`src/rtl/pc_sequencer_if.sv`:
```
// -----------------------------------------------------------------------------
// pc_sequencer_if
// Instruction-memory fetch bundle between the PC sequencer and instruction
// memory.
//   imem_req  : fetch request (sequencer -> memory)
//   imem_addr : fetch address (sequencer -> memory)
//   imem_ack  : instruction word valid this cycle (memory -> sequencer)
//   ir_load   : load strobe for the instruction register (sequencer -> core)
// Modports:
//   master : the sequencer side
//   slave  : the memory / instruction-register side
// -----------------------------------------------------------------------------
interface pc_sequencer_if #(
  parameter int PC_W = 13
) ();
  logic            imem_req;
  logic [PC_W-1:0] imem_addr;
  logic            imem_ack;
  logic            ir_load;

  modport master (
    output imem_req,
    output imem_addr,
    output ir_load,
    input  imem_ack
  );

  modport slave (
    input  imem_req,
    input  imem_addr,
    input  ir_load,
    output imem_ack
  );
endinterface

```
`src/rtl/pc_sequencer.sv`:
```
// -----------------------------------------------------------------------------
// pc_sequencer
// Multi-cycle program-counter sequencer for the KGP_RISC core. Owns the PC,
// fetches through a req/ack handshake, resolves the next PC when the control
// unit reports exec_done, and parks the core in HALT on request.
//
// Build option: PC_SEQ_RAS_EN
//   defined   : RAS_DEPTH-entry return-address stack (call pushes pc+1,
//               ret pops; overflow/underflow set the sticky ras_err)
//   undefined : no stack; call acts as a taken branch, ret as pc+1,
//               ras_err is constant 0
//
// Ports:
//   clk, rst     : clock (rising edge), asynchronous active-high reset
//   imem         : fetch bundle (imem_req, imem_addr, imem_ack, ir_load)
//   exec_done    : current instruction resolved, next-PC inputs valid
//   br_taken     : conditional branch taken, target br_target
//   jr_en        : register jump, target jr_target
//   call / ret   : subroutine call to br_target / return
//   halt         : enter HALT after the current instruction
//   resume       : leave HALT
//   pc           : current PC
//   halted       : high while in HALT
//   ras_err      : sticky stack overflow/underflow flag
//
// state | meaning
// FETCH | imem_req high at pc, waiting for imem_ack
// EXEC  | instruction in flight, waiting for exec_done
// HALT  | pc frozen, waiting for resume
// -----------------------------------------------------------------------------
module pc_sequencer #(
  parameter int              PC_W      = 13,
  parameter logic [PC_W-1:0] RESET_PC  = '0,
  parameter int              RAS_DEPTH = 4
) (
  input  logic            clk,
  input  logic            rst,
  pc_sequencer_if.master  imem,
  input  logic            exec_done,
  input  logic            br_taken,
  input  logic [PC_W-1:0] br_target,
  input  logic            jr_en,
  input  logic [PC_W-1:0] jr_target,
  input  logic            call,
  input  logic            ret,
  input  logic            halt,
  input  logic            resume,
  output logic [PC_W-1:0] pc,
  output logic            halted,
  output logic            ras_err
);

  typedef enum logic [1:0] {
    ST_FETCH = 2'd0,
    ST_EXEC  = 2'd1,
    ST_HALT  = 2'd2
  } state_t;

  state_t          state_q, state_d;
  logic [PC_W-1:0] pc_q, pc_d;
  logic [PC_W-1:0] pc_inc;
  logic [PC_W-1:0] next_pc;
  logic            commit;

  // Natural PC_W-bit wrap gives 2^PC_W-1 -> 0.
  assign pc_inc = pc_q + {{(PC_W-1){1'b0}}, 1'b1};
  assign commit = (state_q == ST_EXEC) && exec_done;

`ifdef PC_SEQ_RAS_EN
  localparam int PTR_W = (RAS_DEPTH > 1) ? $clog2(RAS_DEPTH) : 1;
  localparam logic [PTR_W:0]   RAS_FULL = (PTR_W+1)'(RAS_DEPTH);
  localparam logic [PTR_W-1:0] PTR_ONE  = PTR_W'(1);
  localparam logic [PTR_W:0]   CNT_ONE  = (PTR_W+1)'(1);

  // Circular buffer: sp_q is the next free slot, so when full the slot at
  // sp_q holds the oldest entry and a push overwrites it.
  logic [PC_W-1:0]  ras_q [RAS_DEPTH];
  logic [PTR_W-1:0] sp_q, sp_d;
  logic [PTR_W:0]   cnt_q, cnt_d;
  logic             ras_err_q, ras_err_d;
  logic             ras_push, ras_pop, ras_fault;

  always_comb begin
    next_pc   = pc_inc;
    ras_push  = 1'b0;
    ras_pop   = 1'b0;
    ras_fault = 1'b0;
    if (ret) begin
      if (cnt_q != '0) begin
        next_pc = ras_q[sp_q - PTR_ONE];
        ras_pop = 1'b1;
      end else begin
        ras_fault = 1'b1;
      end
    end else if (jr_en) begin
      next_pc = jr_target;
    end else if (call) begin
      next_pc  = br_target;
      ras_push = 1'b1;
      if (cnt_q == RAS_FULL) ras_fault = 1'b1;
    end else if (br_taken) begin
      next_pc = br_target;
    end
  end

  always_comb begin
    sp_d      = sp_q;
    cnt_d     = cnt_q;
    ras_err_d = ras_err_q | (commit & ras_fault);
    if (commit && ras_push) begin
      sp_d = sp_q + PTR_ONE;
      if (cnt_q != RAS_FULL) cnt_d = cnt_q + CNT_ONE;
    end else if (commit && ras_pop) begin
      sp_d  = sp_q - PTR_ONE;
      cnt_d = cnt_q - CNT_ONE;
    end
  end

  always_ff @(posedge clk or posedge rst) begin
    if (rst) begin
      sp_q      <= '0;
      cnt_q     <= '0;
      ras_err_q <= 1'b0;
      for (int i = 0; i < RAS_DEPTH; i++) ras_q[i] <= '0;
    end else begin
      sp_q      <= sp_d;
      cnt_q     <= cnt_d;
      ras_err_q <= ras_err_d;
      if (commit && ras_push) ras_q[sp_q] <= pc_inc;
    end
  end

  assign ras_err = ras_err_q;
`else
  logic unused_cfg;
  assign unused_cfg = (RAS_DEPTH > 0);

  // Without a stack, call degenerates to a taken branch and ret to pc+1.
  always_comb begin
    next_pc = pc_inc;
    if (ret) begin
      next_pc = pc_inc;
    end else if (jr_en) begin
      next_pc = jr_target;
    end else if (call || br_taken) begin
      next_pc = br_target;
    end
  end

  assign ras_err = 1'b0;
`endif

  always_comb begin
    state_d = state_q;
    pc_d    = pc_q;
    case (state_q)
      ST_FETCH: begin
        if (imem.imem_ack) state_d = ST_EXEC;
      end
      ST_EXEC: begin
        if (exec_done) begin
          pc_d    = next_pc;
          state_d = halt ? ST_HALT : ST_FETCH;
        end
      end
      ST_HALT: begin
        if (resume) state_d = ST_FETCH;
      end
      default: state_d = ST_FETCH;
    endcase
  end

  always_ff @(posedge clk or posedge rst) begin
    if (rst) begin
      state_q <= ST_FETCH;
      pc_q    <= RESET_PC;
    end else begin
      state_q <= state_d;
      pc_q    <= pc_d;
    end
  end

  // The state resets to FETCH, so the request is masked by rst directly to
  // drop it the moment reset asserts; a pending ack is likewise ignored.
  assign imem.imem_req  = (state_q == ST_FETCH) && !rst;
  assign imem.imem_addr = pc_q;
  assign imem.ir_load   = (state_q == ST_FETCH) && imem.imem_ack && !rst;
  assign pc             = pc_q;
  assign halted         = (state_q == ST_HALT);

endmodule

```
`src/flat_wrapper.sv`:
```
// flat-port wrapper written by rule: the top's interface ports become plain ports
module pc_sequencer_flat 
#(
  parameter int              PC_W      = 13,
  parameter logic [PC_W-1:0] RESET_PC  = '0,
  parameter int              RAS_DEPTH = 4
)
  (clk, rst, exec_done, br_taken, br_target, jr_en, jr_target, call, ret, halt, resume, pc, halted, ras_err, imem_imem_req, imem_imem_addr, imem_ir_load, imem_imem_ack);
  pc_sequencer_if #(.PC_W(PC_W)) imem_i ();
  input  logic clk;
  input  logic rst;
  input  logic exec_done;
  input  logic br_taken;
  input  logic [PC_W-1:0] br_target;
  input  logic jr_en;
  input  logic [PC_W-1:0] jr_target;
  input  logic call;
  input  logic ret;
  input  logic halt;
  input  logic resume;
  output logic [PC_W-1:0] pc;
  output logic halted;
  output logic ras_err;
  output wire logic [$bits(imem_i.imem_req)-1:0] imem_imem_req;
  output wire logic [$bits(imem_i.imem_addr)-1:0] imem_imem_addr;
  output wire logic [$bits(imem_i.ir_load)-1:0] imem_ir_load;
  input wire logic [$bits(imem_i.imem_ack)-1:0] imem_imem_ack;
  assign imem_imem_req = imem_i.imem_req;
  assign imem_imem_addr = imem_i.imem_addr;
  assign imem_ir_load = imem_i.ir_load;
  assign imem_i.imem_ack = imem_imem_ack;
  pc_sequencer #(.PC_W(PC_W), .RESET_PC(RESET_PC), .RAS_DEPTH(RAS_DEPTH)) u_core (.clk(clk), .rst(rst), .imem(imem_i), .exec_done(exec_done), .br_taken(br_taken), .br_target(br_target), .jr_en(jr_en), .jr_target(jr_target), .call(call), .ret(ret), .halt(halt), .resume(resume), .pc(pc), .halted(halted), .ras_err(ras_err));
endmodule
```
`config.mk`:
```
export PLATFORM = sky130hd
export DESIGN_NAME = pc_sequencer_flat
export DESIGN_NICKNAME = d
export VERILOG_FILES = /design/src/rtl/pc_sequencer_if.sv /design/src/rtl/pc_sequencer.sv /design/src/flat_wrapper.sv
export SDC_FILE = /design/constraint.sdc
export NUM_CORES = 1
export LEC_CHECK = 0
export CAP_MARGIN = 30
export CELL_PAD_IN_SITES_DETAIL_PLACEMENT = 0
export CELL_PAD_IN_SITES_GLOBAL_PLACEMENT = 2
export CORE_MARGIN = 2
export CORE_UTILIZATION = 21
export CTS_CLUSTER_DIAMETER = 50
export DETAILED_ROUTE_END_ITERATION = 16
export PLACE_DENSITY_LB_ADDON = 0.1
export SLEW_MARGIN = 20
export SYNTH_ARGS = -nofsm -noshare
export SYNTH_HDL_FRONTEND = slang
export SYNTH_SLANG_ARGS = --single-unit
```
`constraint.sdc`:
```
create_clock -name clk -period 1.94 [get_ports clk]
set_input_delay 0.388 -clock clk [delete_from_list [all_inputs] [get_ports clk]]
set_output_delay 0.388 -clock clk [all_outputs]
set_load 0.005 [all_outputs]
```
Word-level counts from Yosys, hierarchy flattened
Cells that the tools add are included.
{"block": "totals", "reg_bits": 15, "latchBits": 0, "ramBits": 0, "mem_bits_ro": 0, "in_bits": 36, "out_inout_bits": 30, "word_cells": 24, "mem_count": 0}
{"block": "op_classes", "n_addsub": 1, "mul": 0, "div": 0, "order_cmp": 0, "n_eq_ne": 5, "shift": 0, "muxes": 8, "n_bitwise": 0, "reduce_logical": 8}
{"cell": "$mux W13", "count": 3}
{"cell": "$add A13 B1 Y13 const B", "count": 1}
{"cell": "$mux W2", "count": 4}
{"cell": "$ne A2 B2 Y1 const B", "count": 3}
{"cell": "$pmux W2 S3", "count": 1}
{"cell": "$logic_and A1 B1 Y1", "count": 3}
{"cell": "$reduce_and A3 Y1", "count": 1}
{"cell": "$eq A2 B1 Y1 const B", "count": 1}
{"cell": "$eq A2 B2 Y1 const B", "count": 1}
{"cell": "$logic_not A2 Y1", "count": 1}
{"cell": "$reduce_and A2 Y1", "count": 1}
{"cell": "$logic_not A1 Y1", "count": 1}
{"cell": "$logic_or A1 B1 Y1", "count": 1}

Depth between registers and ports, before layout
Gate-level depths: netlist (run 1).
{"block": "logic_depth", "ltp_word": 4, "depth_mapped": 6, "ltp_nobuf": 5}

Least setup slack after synthesis (run 1)
No wires, ideal clock.
{"block": "synth_timing", "path_kind": "register to register", "startpoint": "reg u_core.pc_q[0], in the netlist u_core.imem.imem_addr[0]", "endpoint": "reg u_core.pc_q[12], in the netlist u_core.imem.imem_addr[12]", "setup_time_ps": 123, "arrival_time_ps": 1685, "t_required_ps": 1817, "slack_ps": 132, "path_stages_with_launch": 6, "n_path_buf": 0, "synth_period_minus_slack_ps": 1808, "cell_sequence": "dfrtp_1 ha_1 nand3_2 or3_1 mux2_2 o221a_1"}
{"block": "synth_between", "elab_chain_cells": 4}
{"element": "start: declaration", "line": "pc_sequencer.sv:60", "text": "logic [PC_W-1:0] pc_q, pc_d;"}
{"element": "start signal: assignment", "line": "pc_sequencer.sv:179", "text": "pc_q <= pc_d;"}
{"element": "$add A13 B1 Y13 *", "line": "pc_sequencer.sv:66", "text": "assign pc_inc = pc_q + {{(PC_W-1){1'b0}}, 1'b1};"}
{"element": "$mux W13", "line": "pc_sequencer.sv:145", "text": "end else if (call || br_taken) begin"}
{"element": "$mux W13", "line": "pc_sequencer.sv:143", "text": "end else if (jr_en) begin"}
{"element": "$mux W13 *", "line": "pc_sequencer.sv:141", "text": "if (ret) begin"}
Every way passes the cells marked *; elsewhere a longest branch is shown, timed or not.
A chain may end at the register's enable or synchronous reset.

Worst setup path after layout (run 1)
Same ends and word-level chain as after synthesis.

==> results.json, run 1 <==
{
  "final_common_cell": "clkdlybuf4s50_1",
  "synth_area_leaders": "dfrtp_1, a21oi_1, buf_4",
  "initial_core_util": 0.2193,
  "core-area_um2": 5956,
  "diodes": 0,
  "reg2reg_from": "u_core.imem.imem_addr[0]",
  "cts_sinks": 15,
  "path_cells": "ha_1 > nand3_2 > or3_1 > mux2_2 > o221a_1",
  "drc": 0,
  "hold_viol": 0,
  "top_level_ports": 66,
  "first_pass_iters": 4,
  "cp-startpoint": "u_core.imem.imem_addr[0]",
  "antenna_found_initial": 0,
  "dp_hpwl_mm": 3.480,
  "drive_gt1_frac": 0.1500,
  "final_cell_area_um2": 2064,
  "postCtsSetupBuffers": 0,
  "grt_max_degree": 18,
  "crit_path_start_kind": "flop",
  "dp_cells": 291,
  "port_buffers": 64,
  "critPathBufInv": 0,
  "ys_warn_count": 0,
  "r2r_end": "u_core.imem.imem_addr[12]",
  "grt_pass1_wl_mm": 7.272,
  "crit_arrival_ns": 1.93,
  "synth.top_cell.area_share": 0.2874,
  "rsz0062_at_grt": "no",
  "report.final.slew_viol_count": 0,
  "crit_path_end_kind": "flop",
  "status": "completed",
  "path_depth": 5,
  "crit_path_max_incr_delay_ns": 0.43,
  "async_flop_share": 1.000,
  "fmax_mhz": 557.3,
  "viasPerCell": 4.759,
  "dr.first_iter.drc_count": 99,
  "clk_pin_slew_ns": 0.07,
  "cts-root-buf": "clkbuf_8",
  "p_leak_nw": 0.8240,
  "holdWs_ns": 0.4459,
  "irDropWorstVdd_mv": 0.4825,
  "p_per_area_nw_per_um2": 1013,
  "rows": 28,
  "skew_ns": 0.0009614,
  "grt_overflow_total": 0,
  "routedWlPerCell_um": 15.32,
  "grt_pass1_vias": 1447,
  "setup_viol": 0,
  "rr_worst_depth": 5,
  "finalCritPeriodShare": 0.9249,
  "finalWirelength_mm": 4.518,
  "instances_no_fill": 295,
  "syn-cell-area_um2": 1306,
  "layout_common_cells": "clkdlybuf4s50_1, a21oi_1, buf_4, dfrtp_1, nor2_1",
  "synth_ff_type": "dfrtp_1",
  "ys_ff_latch": 15,
  "vias": 1404,
  "required_ns": 2.07,
  "cts_made_buffers": 3,
  "clock_latency_ns": 0.25,
  "cpMaxStageDelayCell": "dfrtp_1",
  "syn_avg_cell_area_um2": 8.320,
  "htree_num_levels": 1,
  "timing_worst_setup_path_type": "flop to flop",
  "path_max_fanout": 5,
  "die_w_um": 82.87,
  "clockBufferDepth": 2,
  "maxCapViolCount": 0,
  "ant_nets": 0,
  "grtUsageTotal": 0.1296,
  "nets": 258,
  "hp-class": "input port to async pin",
  "cts_tree": "built",
  "yosysUniqueCellTypes": 50,
  "crit_end": "u_core.imem.imem_addr[12]",
  "ys_seq_area_frac": 0.2874,
  "synth_edf_count": 0,
  "nFillCells": 629,
  "die_h_um": 82.87,
  "path_delay_family": "simple AND/OR/NAND/NOR gates",
  "globalplace.congestion": 0.7955,
  "syn_nets": 194,
  "synth.largest_area_cell": "dfrtp_1",
  "regToRegSetupSlack_ns": 0.15,
  "postCtsHoldBufs": 0,
  "fin_crit_ns": 1.794,
  "syn_inst": 157,
  "die-area_um2": 6867,
  "syn2layout_area_growth_pct": 58.05,
  "post-route-util": 0.3466,
  "placed_area_um2": 2003
}
[synth_stat cells, types with 3 or more instances]
cell       instances
o32ai_1            6
mux2_2             3
nor2b_1            9
clkbuf_1           3
mux2i_1            4
a2bb2oi_1          3
a21oi_1           21
nand2_1            9
buf_4             14
nand3_1            3
o21ai_0            4
inv_1              7
o22ai_1            5
nor2_1            11
dfrtp_1           15
[power breakdown]
part,switching [mW],internal [mW]
combinational,0.490,0.738
sequential,0.170,0.433
clock,0.119,0.142
[sequential cells by signal, indices dropped and copies added, names as in the netlist]
name	flops
u_core.imem.imem_addr	13
u_core.state_q	2
[final cells by class]
type	instances	area, um2	share of cell area
Clock buffer	3	41.29	0.02000
Tap cell	75	93.84	0.04545
Sequential cell	15	377.9	0.1830
Multi-Input combinational cell	113	750.7	0.3636
Timing Repair Buffer	81	769.5	0.3727
Clock inverter	1	5.005	0.002424
Inverter	7	26.28	0.01273
[routing by layer]
metal / part of all wire / global-route usage / up-vias
li1: - / - / 696
met1: 0.47 / 0.1722 / 649
met2: 0.45 / 0.2119 / 57
met3: 0.074 / 0.02684 / 2
met4: 0.0051 / 0.03726 / 0
met5: 0 / 0 / -
[timing repair]
action | in CTS | in global routing
setup endpoints to repair | 2 | 1
gates cloned | 0 | 0
pin swaps | 2 | 1
resized for setup | 2 | 4
hold endpoints to repair | 0 | 0
[worst min-delay path by stage]
stage,end,from,slack [ns],cells past startpoint
final,u_core.state_q[0],rst,0.45,4
after global routing,u_core.state_q[0],rst,0.48,4
after CTS,u_core.state_q[0],rst,0.42,4
after detailed placement,u_core.state_q[0],u_core.state_q[1],0.47,1
after global placement,u_core.state_q[0],u_core.state_q[1],0.48,1
after floorplan,u_core.imem.imem_addr[0],rst,0.29,1
[kinds of logic (layout without fill, tap and decap cells)]
family / count (synthesis) / after routing / synth area share
other: 1 / 1 / 0.002871
buffers and inverters: 29 / 92 / 0.1466
adder cells (fa/ha/maj): 1 / 1 / 0.009577
multiplexers: 7 / 7 / 0.05651
AND/OR/NAND/NOR: 48 / 48 / 0.2117
flip-flops: 15 / 15 / 0.2874
AO/OA/AOI/OAI: 56 / 56 / 0.2855
[stage by stage]
| step | worst slack (ns) | power [mW] | setup TNS (ns) |
|---|---|---|---|
| 3_3_place_gp | -0.06678 | 1.833 | -0.06678 |
| 4_1_cts | 0.01387 | 2.125 | 0 |
| 2_1_floorplan | 0.1321 | 1.197 | 0 |
| 3_5_place_dp | -0.1046 | 1.846 | -0.1238 |
| 5_1_grt | 0.009356 | 2.268 | 0 |
| 6_report | 0.1457 | 2.092 | 0 |
[tightest hold or removal path, cell delays in order]
cell and delay (ns):
dlygate4sd2_1 0.27, buf_4 0.14, inv_1 0.04, buf_4 0.23
Power figures use the tool's default switching activity.
==> inputs of run 2 (changes only) <==
Settings changed: HOLD_SLACK_MARGIN set to 0.05.
==> results of run 2 <==
The final DEF is identical to that of run 1; final timing and power are the same.
==> inputs of run 3 (changes only) <==
==> constraint.sdc (replaced) <==
create_clock -name clk -period 1.94 [get_ports clk]
set_input_delay 0.388 -clock clk [delete_from_list [all_inputs] [get_ports clk]]
set_output_delay 0.388 -clock clk [all_outputs]
set_load 0.02 [all_outputs]
==> run 3 against run 2 <==
Against the previous run:
- fmax decreased by 2.1%
- highest routed layer unchanged
- register-to-register slack is essentially flat
- sequential cell count did not move
- sequential share of layout area hardly changed
- largest power group unchanged
- utilization down 0.17 points
- combinational power rose by 23%
- count of clock-buffer cells in the layout is the same
==> results.json, run 3 (synthesized netlist as in run 1, its figures left out) <==
{
  "status": "completed",
  "critPathBufInv": 2,
  "placed_area_um2": 2011,
  "path_cells": "buf_4 > clkdlybuf4s50_1",
  "globalplace.congestion": 0.7976,
  "port_buffers": 64,
  "cpMaxStageDelayCell": "clkdlybuf4s50_1",
  "fin_crit_ns": 1.833,
  "final_common_cell": "clkdlybuf4s50_1",
  "maxCapViolCount": 0,
  "grt_pass1_vias": 1439,
  "die_w_um": 82.87,
  "crit_path_end_kind": "output pin",
  "pwr-share-comb": 0.634,
  "htree_num_levels": 1,
  "irDropWorstVdd_mv": 0.5584,
  "final_cell_area_um2": 2054,
  "grt_max_degree": 18,
  "vias": 1398,
  "die_h_um": 82.87,
  "crit_path_start_kind": "flop",
  "rows": 28,
  "cp-startpoint": "u_core.imem.imem_addr[0]",
  "nets": 259,
  "reg2reg_from": "u_core.imem.imem_addr[6]",
  "viasPerCell": 4.723,
  "crit_path_max_incr_delay_ns": 0.60,
  "path_max_fanout": 5,
  "p_seq_frac": 0.254,
  "cts-root-buf": "clkbuf_8",
  "largest_register_ffs": 13,
  "core-area_um2": 5956,
  "timing_worst_setup_path_type": "flop to output pin",
  "grtUsageTotal": 0.1334,
  "postCtsHoldBufs": 0,
  "clock_latency_ns": 0.25,
  "top_level_ports": 66,
  "p_leak_nw": 0.8202,
  "instances_no_fill": 296,
  "cts_tree": "built",
  "syn2layout_area_growth_pct": 57.28,
  "ant_nets": 0,
  "finalCritPeriodShare": 0.9448,
  "layout_common_cells": "clkdlybuf4s50_1, a21oi_1, buf_4, dfrtp_1, nor2_1",
  "dp_cells": 292,
  "path_delay_family": "buffers and inverters",
  "fmax_mhz": 545.6,
  "clockBufferDepth": 2,
  "min-delay-start": "u_core.state_q[1]",
  "drive_gt1_frac": 0.1403,
  "hold_viol": 0,
  "p_switching_mw": 1.062,
  "report.final.slew_viol_count": 0,
  "cts_sinks": 15,
  "grt_pass1_wl_mm": 7.527,
  "routedWlPerCell_um": 15.40,
  "p_clk_frac": 0.112,
  "finalWirelength_mm": 4.559,
  "dp_hpwl_mm": 3.501,
  "clk_pin_slew_ns": 0.07,
  "skew_ns": 0.001379,
  "grt_overflow_total": 0,
  "p_sw_frac": 0.4464,
  "initial_core_util": 0.2193,
  "dr.first_iter.drc_count": 134,
  "hp-class": "flop to flop",
  "antenna_found_initial": 0,
  "total_power_mw": 2.379,
  "pre_cts_slack_ns": -0.2001,
  "intPower_mw": 1.317,
  "rsz0062_at_grt": "no",
  "required_ns": 1.55,
  "crit_arrival_ns": 1.44,
  "first_pass_iters": 4,
  "diodes": 0,
  "setup_slack_ns": 0.1071,
  "p_per_area_nw_per_um2": 1158,
  "die-area_um2": 6867,
  "cts_made_buffers": 3,
  "drc": 0,
  "setup_viol": 0
}
==> run 3: changes by cell type in the layout (fill, tap and decap cells not counted), sizes merged <==
cell | previous run | this run
buf | 17 | 18
clkdlybuf4s15 | 0 | 1
clkdlybuf4s50 | 62 | 61
dlygate4sd2 | 1 | 2
dlymetal6s2s | 1 | 0
==> run 3: path summary, 6_finish.rpt <==
path	slack [ns]	cells past startpoint	end
setup / recovery	0.11	2	pc[0]
hold / removal	0.50	1	u_core.state_q[0]
setup reg to reg	0.15	4	u_core.imem.imem_addr[11]
hold reg to reg	0.50	1	u_core.state_q[0]
max in group asynchronous	1.17	4	u_core.imem.imem_addr[10]
min in group asynchronous	0.59	4	u_core.imem.imem_addr[1]
==> run 3: metal layers <==
metal  part of all wire  up-vias  global-route usage
li1                   -      697                   -
met1               0.47      640              0.1809
met2               0.47       59              0.2207
met3              0.061        2             0.01988
met4             0.0050        0             0.03577
met5                  0        -                   0
==> run 3: stage by stage <==
| step | hold slack [ns] | util | TNS (ns) |
|---|---|---|---|
| finish | 0.4986 | 0.3450 | 0 |
| global route | 0.5355 | 0.3450 | 0 |
| CTS | 0.5078 | 0.3447 | 0 |
| detailed placement | 0.4807 | 0.3376 | -0.3082 |
| global placement | 0.4817 | 0.3376 | -0.2361 |
| floorplan | 0.2895 | - | 0 |
==> run 3: final cells by class <==
type / instances / area (um2)
clock inverter: 1 / 5.005
sequential: 15 / 375.4
timing repair buffer: 82 / 773.2
fill: 634 / 3901
clock buffer: 3 / 41.29
tap: 75 / 93.84
multi-input combinational: 113 / 739.5
inverter: 7 / 26.28
==> run 3: worst register-to-register path: cells and delay by family (launching register included) <==
family	cells	cell delay (ns)
AOI/OAI and AO/OA	2	0.49
DFF	1	0.45
and+or+nand+nor	2	0.78
==> run 3: repair_timing <==
item                                   4_1_cts  5_1_grt
buffers inserted                             0        0
resized for setup                            3        1
endpoints found under the hold margin        0        0
setup endpoints to repair                    3        1
==> run 3: power groups by stage <==
stage	Sequential (mW)	Clock, mW	Combinational [mW]
after floorplan	0.756	0	0.720
after global placement	0.598	0	1.52
after detailed placement	0.613	0	1.52
after CTS	0.607	0.279	1.53
after global routing	0.628	0.290	1.62
final	0.604	0.268	1.51
